==> config.mk <==
export PLATFORM = sky130hd
export DESIGN_NAME = machine_fifo
export DESIGN_NICKNAME = d
export VERILOG_FILES = /design/src/rtl/machine_fifo_pkg.sv /design/src/rtl/machine_fifo_core.sv /design/src/rtl/machine_fifo.sv
export SDC_FILE = /design/constraint.sdc
export NUM_CORES = 1
export LEC_CHECK = 0
export BUFFER_PORTS_ARGS = -buffer_cell sky130_fd_sc_hd__buf_2
export CAP_MARGIN = 5
export CORE_MARGIN = 3
export CORE_UTILIZATION = 58
export CTS_CLUSTER_DIAMETER = 30
export DETAILED_ROUTE_END_ITERATION = 8
export PLACE_DENSITY_LB_ADDON = 0.12
export SYNTH_ARGS = -nofsm -noshare
export SYNTH_HDL_FRONTEND = slang
export SYNTH_HIERARCHICAL = 1
export SYNTH_SLANG_ARGS = --single-unit
==> constraint.sdc <==
create_clock -name clk -period 14 [get_ports clk]
set_clock_uncertainty 0.2 [all_clocks]
set_input_delay 0.7 -clock clk [delete_from_list [all_inputs] [get_ports clk]]
set_output_delay 0.7 -clock clk [all_outputs]
set_load 0.01 [all_outputs]
==> src/rtl/machine_fifo_pkg.sv <==
// Shared constants for the machine-facing FIFO pair: default geometry and
// the bit positions of the sticky error flags.
package machine_fifo_pkg;

    localparam int FIFO_DEPTH = 4;
    localparam int FIFO_WIDTH = 32;

    localparam int FLAG_TX_OVER  = 0;
    localparam int FLAG_TX_STALL = 1;
    localparam int FLAG_RX_STALL = 2;
    localparam int FLAG_RX_UNDER = 3;

endpackage

==> src/rtl/machine_fifo_core.sv <==
// Single FWFT FIFO with 2*DEPTH words of storage and a runtime capacity of
// 0, DEPTH or 2*DEPTH; status depends only on the registered pointers.
module fifo_core #(
    parameter  int DEPTH = 4,
    parameter  int WIDTH = 32,
    localparam int AW    = $clog2(2 * DEPTH),
    localparam int CW    = AW + 1
) (
    input  logic             clk,
    input  logic             reset_n,
    input  logic             flush,
    input  logic [CW-1:0]    cap,
    input  logic             wr,
    input  logic [WIDTH-1:0] wdata,
    input  logic             rd,
    output logic [WIDTH-1:0] rdata,
    output logic             empty,
    output logic             full,
    output logic [CW-1:0]    level
);

    logic [WIDTH-1:0] mem [2*DEPTH];
    logic [CW-1:0]    wr_ptr_q, wr_ptr_d;
    logic [CW-1:0]    rd_ptr_q, rd_ptr_d;
    logic [AW-1:0]    mask;
    logic [AW-1:0]    wr_idx;
    logic [AW-1:0]    rd_idx;
    logic             wr_en;
    logic             rd_en;

    // Pointers run freely over CW bits; capacity is a power of two dividing
    // 2^CW, so masking the low bits gives the slot and the top bit acts as wrap.
    assign level  = wr_ptr_q - rd_ptr_q;
    assign empty  = (level == '0);
    assign full   = (level == cap);
    assign mask   = AW'(cap - 1'b1);
    assign wr_idx = wr_ptr_q[AW-1:0] & mask;
    assign rd_idx = rd_ptr_q[AW-1:0] & mask;
    assign wr_en  = wr && !full;
    assign rd_en  = rd && !empty;
    assign rdata  = empty ? '0 : mem[rd_idx];

    always_comb begin
        wr_ptr_d = wr_ptr_q;
        rd_ptr_d = rd_ptr_q;
        if (flush) begin
            wr_ptr_d = '0;
            rd_ptr_d = '0;
        end else begin
            if (wr_en) wr_ptr_d = wr_ptr_q + 1'b1;
            if (rd_en) rd_ptr_d = rd_ptr_q + 1'b1;
        end
    end

    always_ff @(posedge clk or negedge reset_n) begin
        if (!reset_n) begin
            wr_ptr_q <= '0;
            rd_ptr_q <= '0;
        end else begin
            wr_ptr_q <= wr_ptr_d;
            rd_ptr_q <= rd_ptr_d;
        end
    end

    always_ff @(posedge clk) begin
        if (wr_en && !flush) mem[wr_idx] <= wdata;
    end

endmodule

==> src/rtl/machine_fifo.sv <==
// Host-side TX/RX FIFO pair for a push/pull state machine, with bank joining,
// restart flush and sticky write-1-to-clear error flags.
module machine_fifo
    import machine_fifo_pkg::*;
#(
    parameter  int DEPTH = FIFO_DEPTH,
    parameter  int WIDTH = FIFO_WIDTH,
    localparam int LW    = $clog2(2 * DEPTH) + 1
) (
    input  logic             clk,
    input  logic             reset_n,
    input  logic             restart,
    input  logic             join_tx,
    input  logic             join_rx,
    input  logic             tx_wr,
    input  logic [WIDTH-1:0] tx_wdata,
    output logic             tx_full,
    output logic [LW-1:0]    tx_level,
    input  logic             pull,
    output logic [WIDTH-1:0] din,
    output logic             empty,
    input  logic             push,
    input  logic [WIDTH-1:0] dout,
    output logic             full,
    input  logic             rx_rd,
    output logic [WIDTH-1:0] rx_rdata,
    output logic             rx_empty,
    output logic [LW-1:0]    rx_level,
    input  logic [3:0]       flag_clr,
    output logic [3:0]       flags
);

    logic          join_tx_q, join_tx_d;
    logic          join_rx_q, join_rx_d;
    logic [3:0]    flags_q, flags_d;
    logic [3:0]    flag_set;
    logic [LW-1:0] tx_cap;
    logic [LW-1:0] rx_cap;
    logic          flush;

    // Capacity follows the registered join mode so full/empty never see a
    // same-cycle input; a mode change flushes on the edge it is registered.
    always_comb begin
        tx_cap = LW'(DEPTH);
        rx_cap = LW'(DEPTH);
        if (join_tx_q) begin
            tx_cap = LW'(2 * DEPTH);
            rx_cap = '0;
        end else if (join_rx_q) begin
            tx_cap = '0;
            rx_cap = LW'(2 * DEPTH);
        end
    end

    assign flush = restart || (join_tx != join_tx_q) || (join_rx != join_rx_q);

    always_comb begin
        join_tx_d = join_tx;
        join_rx_d = join_rx;
        flag_set  = '0;
        flag_set[FLAG_TX_OVER]  = tx_wr && tx_full;
        flag_set[FLAG_TX_STALL] = pull && empty;
        flag_set[FLAG_RX_STALL] = push && full;
        flag_set[FLAG_RX_UNDER] = rx_rd && rx_empty;
        flags_d = (flags_q & ~flag_clr) | flag_set;
        if (restart) flags_d = '0;
    end

    always_ff @(posedge clk or negedge reset_n) begin
        if (!reset_n) begin
            join_tx_q <= 1'b0;
            join_rx_q <= 1'b0;
            flags_q   <= '0;
        end else begin
            join_tx_q <= join_tx_d;
            join_rx_q <= join_rx_d;
            flags_q   <= flags_d;
        end
    end

    assign flags = flags_q;

    fifo_core #(.DEPTH(DEPTH), .WIDTH(WIDTH)) u_tx (
        .clk     (clk),
        .reset_n (reset_n),
        .flush   (flush),
        .cap     (tx_cap),
        .wr      (tx_wr),
        .wdata   (tx_wdata),
        .rd      (pull),
        .rdata   (din),
        .empty   (empty),
        .full    (tx_full),
        .level   (tx_level)
    );

    fifo_core #(.DEPTH(DEPTH), .WIDTH(WIDTH)) u_rx (
        .clk     (clk),
        .reset_n (reset_n),
        .flush   (flush),
        .cap     (rx_cap),
        .wr      (push),
        .wdata   (dout),
        .rd      (rx_rd),
        .rdata   (rx_rdata),
        .empty   (rx_empty),
        .full    (full),
        .level   (rx_level)
    );

endmodule
; ---- Word-level counts from Yosys, hierarchy flattened
; Memory sizes are Yosys's and may differ from the RTL's.
; Index checks and enable logic that the tools add are counted.
[totals]
rom_bits = 0
elab_cells = 70
mem_count = 2
mem_bits_rw = 512
latch_bits = 0
input_bits = 77
output_inout_bits = 80
register_bits = 22
[classes]
div_mod_pow = 0
eq_ne = 4
n_bitwise = 7
mul = 0
reduce_logical = 23
add_sub_neg = 8
shifts = 0
magnitude_cmp = 0
mux = 19
[memory_table]
columns = memory, depth, width, read_ports, rd_clocked_by_memory_dff, wr, line_no
row1 = u_rx.mem, 8, 32, 1, 0, 1, machine_fifo_core.sv:22  ; logic [WIDTH-1:0] mem [2*DEPTH];
row2 = u_tx.mem, 8, 32, 1, 0, 1, machine_fifo_core.sv:22
[op_table]
columns = op, count
row1 = $mux W32, 2
row2 = $mux W4, 12
row3 = $add A4 B1 Y4 const B, 4
row4 = $and A3 B3 Y3, 4
row5 = $logic_and A1 B1 Y1, 10
row6 = $eq A4 B4 Y1, 2
row7 = $logic_not A4 Y1, 2
row8 = $reduce_bool A2 Y1, 4
row9 = $sub A4 B4 Y4, 2
row10 = $sub A3 B1 Y3 const B, 2
row11 = $logic_not A1 Y1, 5
row12 = $and A4 B4 Y4, 1
row13 = $mux W1, 4
row14 = $not A4 Y4, 1
row15 = $or A4 B4 Y4, 1
row16 = $mux W3, 1
row17 = $logic_or A1 B1 Y1, 2
row18 = $ne A1 B1 Y1, 2

; ---- Longest topological paths before layout
[logic_depth]
depth_word = 8
ltp_mapped = 11
mapped_depth_nobuf = 10

; ---- Hierarchy
; Netlist, hierarchy kept.
[by_module_without_submodules]
columns = module, cells_each, seq_area_each_um2, area_each_um2, instances
row1 = fifo_core at u_tx, 536, 7887.6, 10483.8, 1
row2 = fifo_core at u_rx, 535, 7887.6, 10481.3, 1
row3 = machine_fifo, 24, 150.1, 247.7, 1

; ---- Worst setup path before layout
; Ideal clock, no wire load.
[synth_path]
kind = register -> register
startpoint = register u_rx.wr_ptr_q[0]
endpoint = memory u_rx.mem[0][0], enable pin
setup_ns = 0.461
required_ns = 13.339
arrival_time_ns = 4.441
synth_period_minus_slack_ns = 5.102
path_slack_ns = 8.898
stages_incl_launch_ff = 11
n_path_buf = 0
path_cell_list = dfrtp_1 -> inv_1 -> ha_1 -> inv_1 -> fa_1 -> xor2_1 -> nor3_4 -> o21ai_4 -> inv_2 -> or4_4 -> nor3_1
[synth_between]
elab_chain_cells = 7
word_cells_on_any_way = 8
classes_between = add/sub: 1 / eq/ne: 1 / mux: 2 / bitwise: 1 / reduce/logical: 3
[synth_rtl]
columns = element, line_no
row1 = start: declaration, machine_fifo_core.sv:23  ; logic [CW-1:0] wr_ptr_q, wr_ptr_d;
row2 = start signal: assignment, machine_fifo_core.sv:60  ; wr_ptr_q <= wr_ptr_d;
row3 = $sub A4 B4 Y4, machine_fifo_core.sv:33  ; assign level = wr_ptr_q - rd_ptr_q;
row4 = named net rx_level[1], machine_fifo.sv:28  ; output logic [LW-1:0] rx_level,
row5 = $eq A4 B4 Y1, machine_fifo_core.sv:35  ; assign full = (level == cap);
row6 = named net full, machine_fifo.sv:24  ; output logic full,
row7 = $logic_not A1 Y1, machine_fifo_core.sv:39  ; assign wr_en = wr && !full;
row8 = $logic_and A1 B1 Y1, machine_fifo_core.sv:39
row9 = $logic_and A1 B1 Y1, machine_fifo_core.sv:66  ; if (wr_en && !flush) mem[wr_idx] <= wdata;
row10 = $mux W1, machine_fifo_core.sv:66
row11 = $mux W1 (implied by the code), machine_fifo_core.sv:66
row12 = end: declaration, machine_fifo_core.sv:22
; The timed path passes the listed nets, and every way through them passes these cells.

; ---- Worst setup path after layout
[layout_path]
startpoint = register u_tx.rd_ptr_q[0]
endpoint = output port din[18]
[layout_between]
elab_chain_cells = 3
word_cells_on_any_way = 5
classes_between = add/sub: 1 / mux: 1 / bitwise: 1 / reduce/logical: 1 / memory: 1
[layout_rtl]
columns = element, line_no
row1 = start: declaration, machine_fifo_core.sv:24  ; logic [CW-1:0] rd_ptr_q, rd_ptr_d;
row2 = start signal: assignment, machine_fifo_core.sv:61  ; rd_ptr_q <= rd_ptr_d;
row3 = $sub A4 B4 Y4 or $and A3 B3 Y3 (tied branches), "machine_fifo_core.sv:33, machine_fifo_core.sv:38"
row4 = $logic_not A4 Y1 or $mem_v2 Z8 W32 (tied branches), -
row5 = $mux W32 *, machine_fifo_core.sv:41  ; assign rdata = empty ? '0 : mem[rd_idx];
row6 = end: declaration, machine_fifo.sv:20  ; output logic [WIDTH-1:0] din,
; Every way passes the cells marked *; elsewhere a longest branch is shown, timed or not.

==> flow_summary_export.csv <==
group,metric,value,unit
outcome,status,"finished, final reports clean",
layout,nNetsFinal,1434,
yosys,async_flop_share,4.12,%
yosys,synth_edf_count,512,
grt,grtUsageTotal,23.6,%
power,swShare,20.6,%
timing,worst_pin_slew,1.25,ns
timing,finalCritPeriodShare,32.5,%
timing,fin_hold_ws,0.0359,ns
route,drc,0,
yosys,netlist_area,21200,um2
floorplanning,initial_core_util,59.2,%
place,post-dp-hpwl,23300,um
place,numPortBuffers,156,
grt,grt.busiest_layer,"met2",
layout,fin_cells,1897,
yosys,ys_ff_latch,534,
route,drt_first_iter_violations,715,
layout,seqCellArea,15900,um2
power,pwr_density_cell,165,nW/um2
timing,max_freq,220,MHz
layout,fillers,2079,
route,antenna_left,0,
cts,cts_max_path_buffers,3,
timing,setup_tns,0,ns
yosys,avgSynthCellArea,19.4,um2
place,place_area,22700,um2
cts,cts_buffers,103,
floorplanning,core.rowCount,69,
power,switchingPower,0.895,mW
route,wirelength,44400,um
power,p_int,3.45,mW
grt,met2_usage,40.8,%
place,gp_congestion,0.797,
grt,antenna_found_initial,5,
floorplanning,core,35800,um2
timing,rsz0062_at_grt,"false",
critical_path,r2r_end,"u_tx/mem[2][6]",
power,peakVddDrop,0.159,mV
critical_path,crit_arrival,3.65,ns
timing,slew_violations,0,
yosys,ys_seq_area_share,75.1,%
timing,period_needed,4.55,ns
layout,drive_gt1_share,37.3,%
route,avgRoutedWirePerCell,23.4,um
timing,finalSetupViolations,0,
cts,clock_latency,0.60,ns
layout,mostFrequentLayoutCells,"edfxtp_1, buf_2, nand2_1",
grt,grt.overflow.total,0,
hold_path,hp-class,"input port to flip-flop",
cts,cts_sinks,534,
floorplanning,fp.dieH,197,um
grt,grt_pass1_wl,68900,um
grt,grt_max_degree,65,
layout,multi_input_area,5150,um2
timing,slew_headroom,16.6,%
route,vias,11100,
floorplanning,die_w,197,um
grt,gr-usage-met1,30.5,%
critical_path,path_class,"flip-flop to output pin",
critical_path,path_max_fanout,46,
critical_path,startpoint,"u_tx/rd_ptr_q[0]",
cts,htreeDepth,3,
yosys,synth.lib_cells_used.distinct,50,
power,seqPwrFrac,40.6,%
critical_path,start_kind,"flip-flop",
critical_path,worstPathRequired,13.10,ns
power,p_clk_share,56.7,%
layout,design_area,26300,um2
layout,mostFrequentLayoutCell,"edfxtp_1",
critical_path,reg2reg_slack,9.98,ns
route,drtPass1Iterations,5,
floorplanning,fp.dieArea,38900,um2
hold_path,whs_path_depth,1,
place,dp.cells,1697,
critical_path,crit_end,"din[18]",
yosys,synthFlopType,"edfxtp_1",
route,viasPerCell,5.85,
power,power_frac_comb,2.7,%
critical_path,endpoint_kind,"output pin",
cts,cts_resized,0,
yosys,yosys_warnings,6,
floorplanning,ios,157,
cts,path_clk_slew,0.05,ns
yosys,syn_inst,1095,
critical_path,ff2ff_path_depth,10,
grt,grt_pass1_vias,11800,
grt,use_met3,4.95,%
cts,root_buffer,"clkbuf_16",
timing,finalHoldViolations,0,
layout,synthToLayoutAreaGrowth,24.2,%
critical_path,rr_startpoint,"u_tx/wr_ptr_q[0]",
cts,cts_tree,"built",
flow_run,max-cap-violations,0,
power,p_leak,9.22,nW
-- critical path, stage by stage (launching register included) --
cell and delay, ns:
dfrtp_1 0.41, nor2b_4 0.71, buf_4 0.84, mux4_2 0.64, nand2_1 0.10, a21oi_1 0.09, buf_2 0.19
-- how the worst min path moves through the flow --
stage,startpoint,to,slack (ns)
after floorplan,reset_n,flags[0],0.20
after global placement,flags[3],flags[3],0.33
after detailed placement,flags[0],flags[0],0.34
after CTS,join_rx,join_rx_q,0.005
after global routing,join_rx,join_rx_q,0.02
final,join_rx,join_rx_q,0.04
-- stage by stage --
step | util, % | power [mW] | setup WS, ns
after detailed placement | 63.4 | 1.91 | 9.95
final | 73.5 | 4.35 | 9.45
after floorplan | - | 1.85 | 8.90
after CTS | 73.5 | 4.39 | 9.30
after global placement | 63.4 | 1.91 | 9.78
after global routing | 73.5 | 4.48 | 9.12
-- synthesized netlist by cell type, types with 4 or more instances --
library cell  number  area (um2)
a21oi_1           78         390
a31oi_1            4        25.0
and2_1             4        25.0
and4_2             4        40.0
buf_1              6        22.5
buf_2             26         130
clkbuf_1          16        60.1
dfrtp_1           22         551
edfxtp_1         512       15400
ha_1              12         150
inv_1             22        82.6
mux4_2           128        2880
nand2_1          139         522
nand2b_1           4        25.0
nand3_1            5        25.0
nand4_1            4        25.0
nor2_1            16        60.1
nor2b_1            7        43.8
nor3_1            11        55.1
o21a_1             6        45.0
o21ai_0            4        20.0
or3_1              5        31.3
xor2_1            10        87.6
-- metal layers --
layer,routed length [um],up-vias
met5,26,-
met2,23500,347
li1,-,4924
met4,914,6
met1,17600,5745
met3,2370,80
-- flip-flops by register name, indices dropped and copies added, names as in the netlist --
signal	count
u_rx/mem	256
u_tx/mem	256
flags	4
u_rx/rd_ptr_q	4
u_rx/wr_ptr_q	4
u_tx/rd_ptr_q	4
u_tx/wr_ptr_q	4
join_rx_q	1
join_tx_q	1
-- what timing repair did --
| action | in CTS | in global routing |
|---|---|---|
| hold buffers | 2 | 0 |
| hold endpoints to repair | 23 | 0 |
| setup buffers | 0 | 0 |
-- power groups by stage --
stage	logic (mW)	registers, mW	clock network [mW]
4_1_cts	0.119	1.76	2.50
5_1_grt	0.129	1.76	2.58
2_1_floorplan	0.0518	1.79	0
3_3_place_gp	0.112	1.79	0
6_report	0.117	1.76	2.46
3_5_place_dp	0.117	1.79	0
-- layout make-up --
class	count	area share (%)
Inverter	24	0.342
Clock buffer	114	10.2
Timing Repair Buffer	183	3.83
Multi-Input combinational cell	497	19.6
Tap cell	461	2.19
Clock inverter	81	3.41
Sequential cell	534	60.5
Antenna cell	3	0.0285
-- kinds of logic after synthesis --
| logic type | after synthesis | share of synthesized area (%) |
|---|---|---|
| DFF | 534 | 75.1 |
| and+or+nand+nor | 220 | 4.92 |
| muxes | 130 | 13.7 |
| AOI/OAI and AO/OA | 106 | 2.91 |
| buffers and inverters | 74 | 1.52 |
| xor gates and xnor gates | 16 | 0.956 |
| adders and majority gates | 14 | 0.897 |
| other | 1 | 0.0177 |
Power figures use the tool's default switching activity.
